--- src/rtl/parity_unpack.sv ---
// Receiver for 9-bit parity-tagged symbols: rebuilds 32-bit words (MSB first), flags parity and framing errors.
// Optional saturating error counter on err_cnt when PARITY_UNPACK_ERRCNT_EN is defined.
module parity_unpack #(
  parameter bit PAR_ODD = 1'b0
) (
  input  logic        clk,
  input  logic        rst,
  input  logic [8:0]  S,
  input  logic        val,
  input  logic        done,
  output logic [31:0] word,
  output logic        word_val,
  output logic [3:0]  par_err,
  output logic        any_err,
  output logic        frame_err,
  output logic [1:0]  estado
`ifdef PARITY_UNPACK_ERRCNT_EN
  ,
  output logic [15:0] err_cnt
`endif
);

  typedef enum logic [1:0] {
    IDLE = 2'b00,
    GOT1 = 2'b01,
    GOT2 = 2'b10,
    GOT3 = 2'b11
  } state_t;

  state_t      state_q, state_d;
  logic [23:0] part_q, part_d;
  logic [2:0]  part_err_q, part_err_d;
  logic [31:0] word_q, word_d;
  logic [3:0]  par_err_q, par_err_d;
  logic        any_err_q, any_err_d;
  logic        word_val_q, word_val_d;
  logic        frame_err_q, frame_err_d;
  logic        sym_err;
  logic [3:0]  full_err;

  assign sym_err  = S[8] ^ (^S[7:0]) ^ PAR_ODD;
  assign full_err = {part_err_q, sym_err};

  // Handshake: a symbol is consumed on every rising edge where val=1; done only matters alongside val.
  always_comb begin
    state_d     = state_q;
    part_d      = part_q;
    part_err_d  = part_err_q;
    word_d      = word_q;
    par_err_d   = par_err_q;
    any_err_d   = any_err_q;
    word_val_d  = 1'b0;
    frame_err_d = 1'b0;
    if (val) begin
      case (state_q)
        IDLE: begin part_d[23:16] = S[7:0]; part_err_d[2] = sym_err; end
        GOT1: begin part_d[15:8]  = S[7:0]; part_err_d[1] = sym_err; end
        GOT2: begin part_d[7:0]   = S[7:0]; part_err_d[0] = sym_err; end
        default: ;
      endcase
      if (state_q == GOT3) begin
        if (done) begin
          word_d     = {part_q, S[7:0]};
          par_err_d  = full_err;
          any_err_d  = |full_err;
          word_val_d = 1'b1;
        end else begin
          frame_err_d = 1'b1;
        end
        state_d    = IDLE;
        part_d     = '0;
        part_err_d = '0;
      end else if (done) begin
        // Early terminator: the partial word is dropped, held outputs stay untouched.
        frame_err_d = 1'b1;
        state_d     = IDLE;
        part_d      = '0;
        part_err_d  = '0;
      end else begin
        state_d = state_t'(state_q + 2'd1);
      end
    end
  end

  always_ff @(posedge clk) begin
    if (rst) begin
      state_q     <= IDLE;
      part_q      <= '0;
      part_err_q  <= '0;
      word_q      <= '0;
      par_err_q   <= '0;
      any_err_q   <= 1'b0;
      word_val_q  <= 1'b0;
      frame_err_q <= 1'b0;
    end else begin
      state_q     <= state_d;
      part_q      <= part_d;
      part_err_q  <= part_err_d;
      word_q      <= word_d;
      par_err_q   <= par_err_d;
      any_err_q   <= any_err_d;
      word_val_q  <= word_val_d;
      frame_err_q <= frame_err_d;
    end
  end

  assign word      = word_q;
  assign word_val  = word_val_q;
  assign par_err   = par_err_q;
  assign any_err   = any_err_q;
  assign frame_err = frame_err_q;
  assign estado    = state_q;

`ifdef PARITY_UNPACK_ERRCNT_EN
  logic [15:0] err_cnt_q, err_cnt_d;

  always_comb begin
    err_cnt_d = err_cnt_q;
    if (((word_val_d && any_err_d) || frame_err_d) && (err_cnt_q != 16'hFFFF))
      err_cnt_d = err_cnt_q + 16'd1;
  end

  always_ff @(posedge clk) begin
    if (rst) err_cnt_q <= '0;
    else     err_cnt_q <= err_cnt_d;
  end

  assign err_cnt = err_cnt_q;
`endif

endmodule

--- config.mk ---
export PLATFORM = sky130hd
export DESIGN_NAME = parity_unpack
export DESIGN_NICKNAME = d
export VERILOG_FILES = /design/src/rtl/parity_unpack.sv
export SDC_FILE = /design/constraint.sdc
export NUM_CORES = 1
export LEC_CHECK = 0
export ABC_AREA = 1
export CORE_MARGIN = 3
export CORE_UTILIZATION = 54
export DETAILED_ROUTE_END_ITERATION = 8
export GPL_ROUTABILITY_DRIVEN = 0
export PLACE_DENSITY_LB_ADDON = 0.1
export SYNTH_ARGS = -nofsm -noshare
export SYNTH_HDL_FRONTEND = slang
export SYNTH_SLANG_ARGS = --single-unit
--- constraint.sdc ---
create_clock -name clk -period 3.6 [get_ports clk]
set_input_delay 0.72 -clock clk [delete_from_list [all_inputs] [get_ports clk]]
set_output_delay 0.72 -clock clk [all_outputs]
set_load 0.005 [all_outputs]
==> report_table.html <==
<table>
<tr><th>Metric</th><th>Value</th></tr>
<tr><th colspan="2">Drt</th></tr>
<tr><td>DRT Wirelength</td><td>between 5000 and 6000 um</td></tr>
<tr><td>Detailed-route via count</td><td>~2400</td></tr>
<tr><td>DRT antenna net count</td><td>0</td></tr>
<tr><td>Vias per cell</td><td>between 5 and 6</td></tr>
<tr><td>Router iterations before antenna repair</td><td>5</td></tr>
<tr><td>WL per Instance</td><td>12.4 um</td></tr>
<tr><td>Count of routing violations after the opening detailed-route iteration</td><td>151</td></tr>
<tr><td>Residual DRC</td><td>0</td></tr>
<tr><th colspan="2">Global routing</th></tr>
<tr><td>Pin count of the biggest net entering global routing</td><td>45</td></tr>
<tr><td>Antenna violations before repair</td><td>0</td></tr>
<tr><td>Number of global-route vias before repair</td><td>2163</td></tr>
<tr><td>Wire length of the first global-routing pass</td><td>between 9000 and 10000 um</td></tr>
<tr><td>GRT Overall Usage</td><td>0.209</td></tr>
<tr><td>Congestion Overflow GR</td><td>0</td></tr>
<tr><th colspan="2">Yosys</th></tr>
<tr><td>Synthesized-area fraction occupied by ao, oa, aoi and oai cells</td><td>0.158</td></tr>
<tr><td>Synthesized netlist cell count</td><td>between 300 and 400</td></tr>
<tr><td>Adder-cell area share of the yosys netlist</td><td>0.0190</td></tr>
<tr><td>Post-synthesis simple-gate area fraction</td><td>0.237</td></tr>
<tr><td>Part of the Yosys area used for sequential elements</td><td>0.516</td></tr>
<tr><td>Main combinational cell family by area after synthesis</td><td>simple AND/OR/NAND/NOR gates</td></tr>
<tr><td>Count of yosys warnings during synthesis</td><td>0</td></tr>
<tr><td>Number of storage elements in the synthesis netlist</td><td>68</td></tr>
<tr><td>Multiplexer fraction of the synthesized cell area</td><td>0</td></tr>
<tr><td>Number of unique standard cell types used by synthesis</td><td>21</td></tr>
<tr><td>Syn Area/Cell</td><td>7.52 um2</td></tr>
<tr><td>Nets in the synthesized netlist</td><td>between 300 and 400</td></tr>
<tr><td>Area share of xor/xnor cells in the synthesized design</td><td>0.00332</td></tr>
<tr><td>Area of the mapped netlist</td><td>0.00264 mm2</td></tr>
<tr><th colspan="2">Timing</th></tr>
<tr><td>Total Negative Setup Slacks</td><td>0 ns</td></tr>
<tr><td>Headroom to the max-slew limit</td><td>0.640</td></tr>
<tr><td>Fmax</td><td>0.471 GHz</td></tr>
<tr><td>Count of final hold-check violations</td><td>0</td></tr>
<tr><td>Worst hold slack after final layout</td><td>0.463 ns</td></tr>
<tr><td>Final min period</td><td>2.12 ns</td></tr>
<tr><td>Setup repair after global routing missed its margin</td><td>no</td></tr>
<tr><td>Clock Skews</td><td>between 0.005 and 0.006 ns</td></tr>
<tr><td>Pins Over Slew Limit</td><td>0</td></tr>
<tr><td>Count of endpoints failing setup in the final report</td><td>0</td></tr>
<tr><td>Part of the cycle the worst path needs</td><td>0.589</td></tr>
<tr><td>Tightest Pin Transition</td><td>about 0.54 ns</td></tr>
<tr><th colspan="2">Floorplan</th></tr>
<tr><td>Die width</td><td>approximately 76 um</td></tr>
<tr><td>Total I/O pin count</td><td>54</td></tr>
<tr><td>Area of the die</td><td>0.00576 mm2</td></tr>
<tr><td>Height of the die</td><td>about 76 um</td></tr>
<tr><td>Starting density of the core</td><td>0.582</td></tr>
<tr><td>Site row count</td><td>24</td></tr>
<tr><td>Area of the core</td><td>roughly 0.0045 mm2</td></tr>
<tr><th colspan="2">Power and ir drop</th></tr>
<tr><td>Power density over the cells</td><td>about 470 mW/mm2</td></tr>
<tr><td>Net switching power of the design</td><td>between 300 and 400 uW</td></tr>
<tr><td>Largest vdd supply drop</td><td>approximately 310 uV</td></tr>
<tr><td>Design internal power</td><td>~1200 uW</td></tr>
<tr><td>Total power draw</td><td>between 1500 and 2000 uW</td></tr>
<tr><td>Clock network fraction of total power</td><td>0.419</td></tr>
<tr><td>Logic gate share of total power</td><td>0.085</td></tr>
<tr><td>Part of the total power dissipated in sequential elements</td><td>0.495</td></tr>
<tr><td>Leak pwr</td><td>approximately 0.0013 uW</td></tr>
<tr><td>Switching Share</td><td>0.235</td></tr>
<tr><th colspan="2">Cells and area</th></tr>
<tr><td>Layout fillers</td><td>around 350</td></tr>
<tr><td>Layout cell share with drive strength beyond 1</td><td>0.0762</td></tr>
<tr><td>Sequential standard cell area</td><td>approximately 0.0014 mm2</td></tr>
<tr><td>Area taken by multi-input logic gates</td><td>0.00110 mm2</td></tr>
<tr><td>Number of nets in the finished design</td><td>between 400 and 500</td></tr>
<tr><td>Total inserted antenna cells</td><td>0</td></tr>
<tr><td>Most common cell after layout, fill and taps aside</td><td>sky130_fd_sc_hd__nand2_1</td></tr>
<tr><td>Top library cells by usage in the layout, fill and taps aside</td><td>104 x sky130_fd_sc_hd__nand2_1, 68 x sky130_fd_sc_hd__dfxtp_1, 53 x sky130_fd_sc_hd__clkdlybuf4s50_1</td></tr>
<tr><td>Layout overhead on the synthesized area</td><td>28.7%</td></tr>
<tr><th colspan="2">Critical path</th></tr>
<tr><td>Data arrival time of the critical path</td><td>approximately 2.4 ns</td></tr>
<tr><td>Crit. End Element</td><td>flip-flop</td></tr>
<tr><td>Kind of critical path</td><td>in2reg</td></tr>
<tr><td>Highest net fanout along the worst path</td><td>31</td></tr>
<tr><td>Startpoint type of the worst setup path</td><td>primary input</td></tr>
<tr><td>Required time worst endpoint</td><td>approximately 3.8 ns</td></tr>
<tr><th colspan="2">Hold path</th></tr>
<tr><td>Hold crit path type</td><td>reg2reg</td></tr>
<tr><th colspan="2">Clocking</th></tr>
<tr><td>Library cell used as clock root buffer</td><td>sky130_fd_sc_hd__clkbuf_8</td></tr>
<tr><td>Clock-pin slew on the worst setup and hold paths</td><td>~0.070 ns</td></tr>
<tr><td>Clock Sink Count</td><td>68</td></tr>
<tr><td>TritonCTS buffer count</td><td>9</td></tr>
<tr><td>Clock tree from TritonCTS</td><td>built</td></tr>
<tr><td>Clock latency reported for the late side of the worst-skew pair</td><td>around 0.33 ns</td></tr>
<tr><td>CTS max path bufs</td><td>2</td></tr>
<tr><td>Setup Fix Bufs, Post-CTS</td><td>0</td></tr>
<tr><td>Hold buffer count at cts</td><td>0</td></tr>
<tr><td>PostCTS Resize Cnt</td><td>0</td></tr>
<tr><td>H-tree levels</td><td>3</td></tr>
<tr><th colspan="2">Run status</th></tr>
<tr><td>Outcome</td><td>complete, no violations</td></tr>
<tr><th colspan="2">Placement</th></tr>
<tr><td>Number of input and output port buffers inserted</td><td>53</td></tr>
<tr><td>Detailed placement HPWL</td><td>about 3800 um</td></tr>
<tr><th colspan="2">Job</th></tr>
<tr><td># Max-Cap Violations</td><td>0</td></tr>
</table>
==> Yosys cell counts <==
| cell type | number | area, um2 |
|---|---|---|
| sky130_fd_sc_hd__nand2_1 | 104 | 390 |
| sky130_fd_sc_hd__dfxtp_1 | 68 | 1360 |
| sky130_fd_sc_hd__nor2_1 | 47 | 176 |
| sky130_fd_sc_hd__a21oi_1 | 45 | 225 |
| sky130_fd_sc_hd__o21ai_1 | 20 | 100 |
| sky130_fd_sc_hd__inv_1 | 14 | 52.6 |
| sky130_fd_sc_hd__clkbuf_1 | 8 | 30.0 |
| sky130_fd_sc_hd__inv_2 | 8 | 30.0 |
| sky130_fd_sc_hd__nand3_1 | 7 | 35.0 |
| sky130_fd_sc_hd__o21ai_0 | 7 | 35.0 |
| sky130_fd_sc_hd__buf_6 | 4 | 45.0 |
| sky130_fd_sc_hd__ha_1 | 4 | 50.1 |
| sky130_fd_sc_hd__buf_2 | 3 | 15.0 |
| sky130_fd_sc_hd__o21ai_2 | 3 | 26.3 |
| sky130_fd_sc_hd__a211oi_1 | 2 | 15.0 |
| sky130_fd_sc_hd__o21a_1 | 2 | 15.0 |
| sky130_fd_sc_hd__clkinv_2 | 1 | 5.00 |
| sky130_fd_sc_hd__nand3_2 | 1 | 10.0 |
| sky130_fd_sc_hd__nand4_1 | 1 | 6.26 |
| sky130_fd_sc_hd__nor4_1 | 1 | 6.26 |
| sky130_fd_sc_hd__xor2_1 | 1 | 8.76 |
==> worst max-delay path: stages <==
cell                              delay (ns)
sky130_fd_sc_hd__clkdlybuf4s50_1        0.65
sky130_fd_sc_hd__nand3_2                0.13
sky130_fd_sc_hd__buf_4                  0.25
sky130_fd_sc_hd__nor4_1                 0.36
sky130_fd_sc_hd__nand3_1                0.12
sky130_fd_sc_hd__nand2_1                0.07
sky130_fd_sc_hd__inv_1                  0.03
==> layout make-up <==
type,instances,share of cell area
Timing Repair Buffer,55,0.161
Multi-Input combinational cell,245,0.324
Sequential cell,68,0.401
Tap cell,65,0.0239
Inverter,23,0.0258
Clock inverter,3,0.0125
Clock buffer,13,0.0527
==> metal layers <==
metal	vias up	GRT usage	routed length, um
met4	0	0.0942	92
met2	90	0.334	2630
met1	1067	0.266	2770
met5	-	0	0
li1	1227	-	-
met3	10	0.0557	331
==> sequential cells by signal, indices dropped and copies added (netlist names) <==
signal      cells
any_err         1
estado          2
frame_err       1
par_err         4
part_err_q      3
part_q         24
word           32
word_val        1
==> stage by stage <==
step / setup slack (ns) / util / instance area [um2] / cells
2_1_floorplan: 1.92 / - / 2640 / 351
3_3_place_gp: 1.19 / 0.700 / 3180 / 456
3_5_place_dp: 1.15 / 0.700 / 3180 / 456
4_1_cts: 1.48 / 0.749 / 3400 / 472
5_1_grt: 1.35 / 0.749 / 3400 / 472
6_report: 1.48 / 0.749 / 3400 / 472
==> power by group through the flow <==
stage	registers (uW)	logic (uW)	clock network (uW)
final	792	136	670
after global placement	808	131	0
after CTS	792	136	681
after floorplan	805	89.2	0
after global routing	794	154	719
after detailed placement	809	134	0
==> kinds of logic (layout without fill, tap and decap cells) <==
group | after synthesis | after routing
AO/OA/AOI/OAI | 79 | 79
adder cells (fa/ha/maj) | 4 | 4
XOR/XNOR | 1 | 1
buffers and inverters | 38 | 94
flip-flops | 68 | 68
AND/OR/NAND/NOR | 161 | 161
==> path summary, 6_finish.rpt <==
kind	startpoint	end	slack (ns)	cells past startpoint
hold / removal	part_q[10]	word[18]	0.46	2
setup reg to reg	estado[0]	any_err	1.81	7
setup / recovery	val	any_err	1.48	7
hold reg to reg	part_q[10]	word[18]	0.46	2
Power figures use the tool's default switching activity.
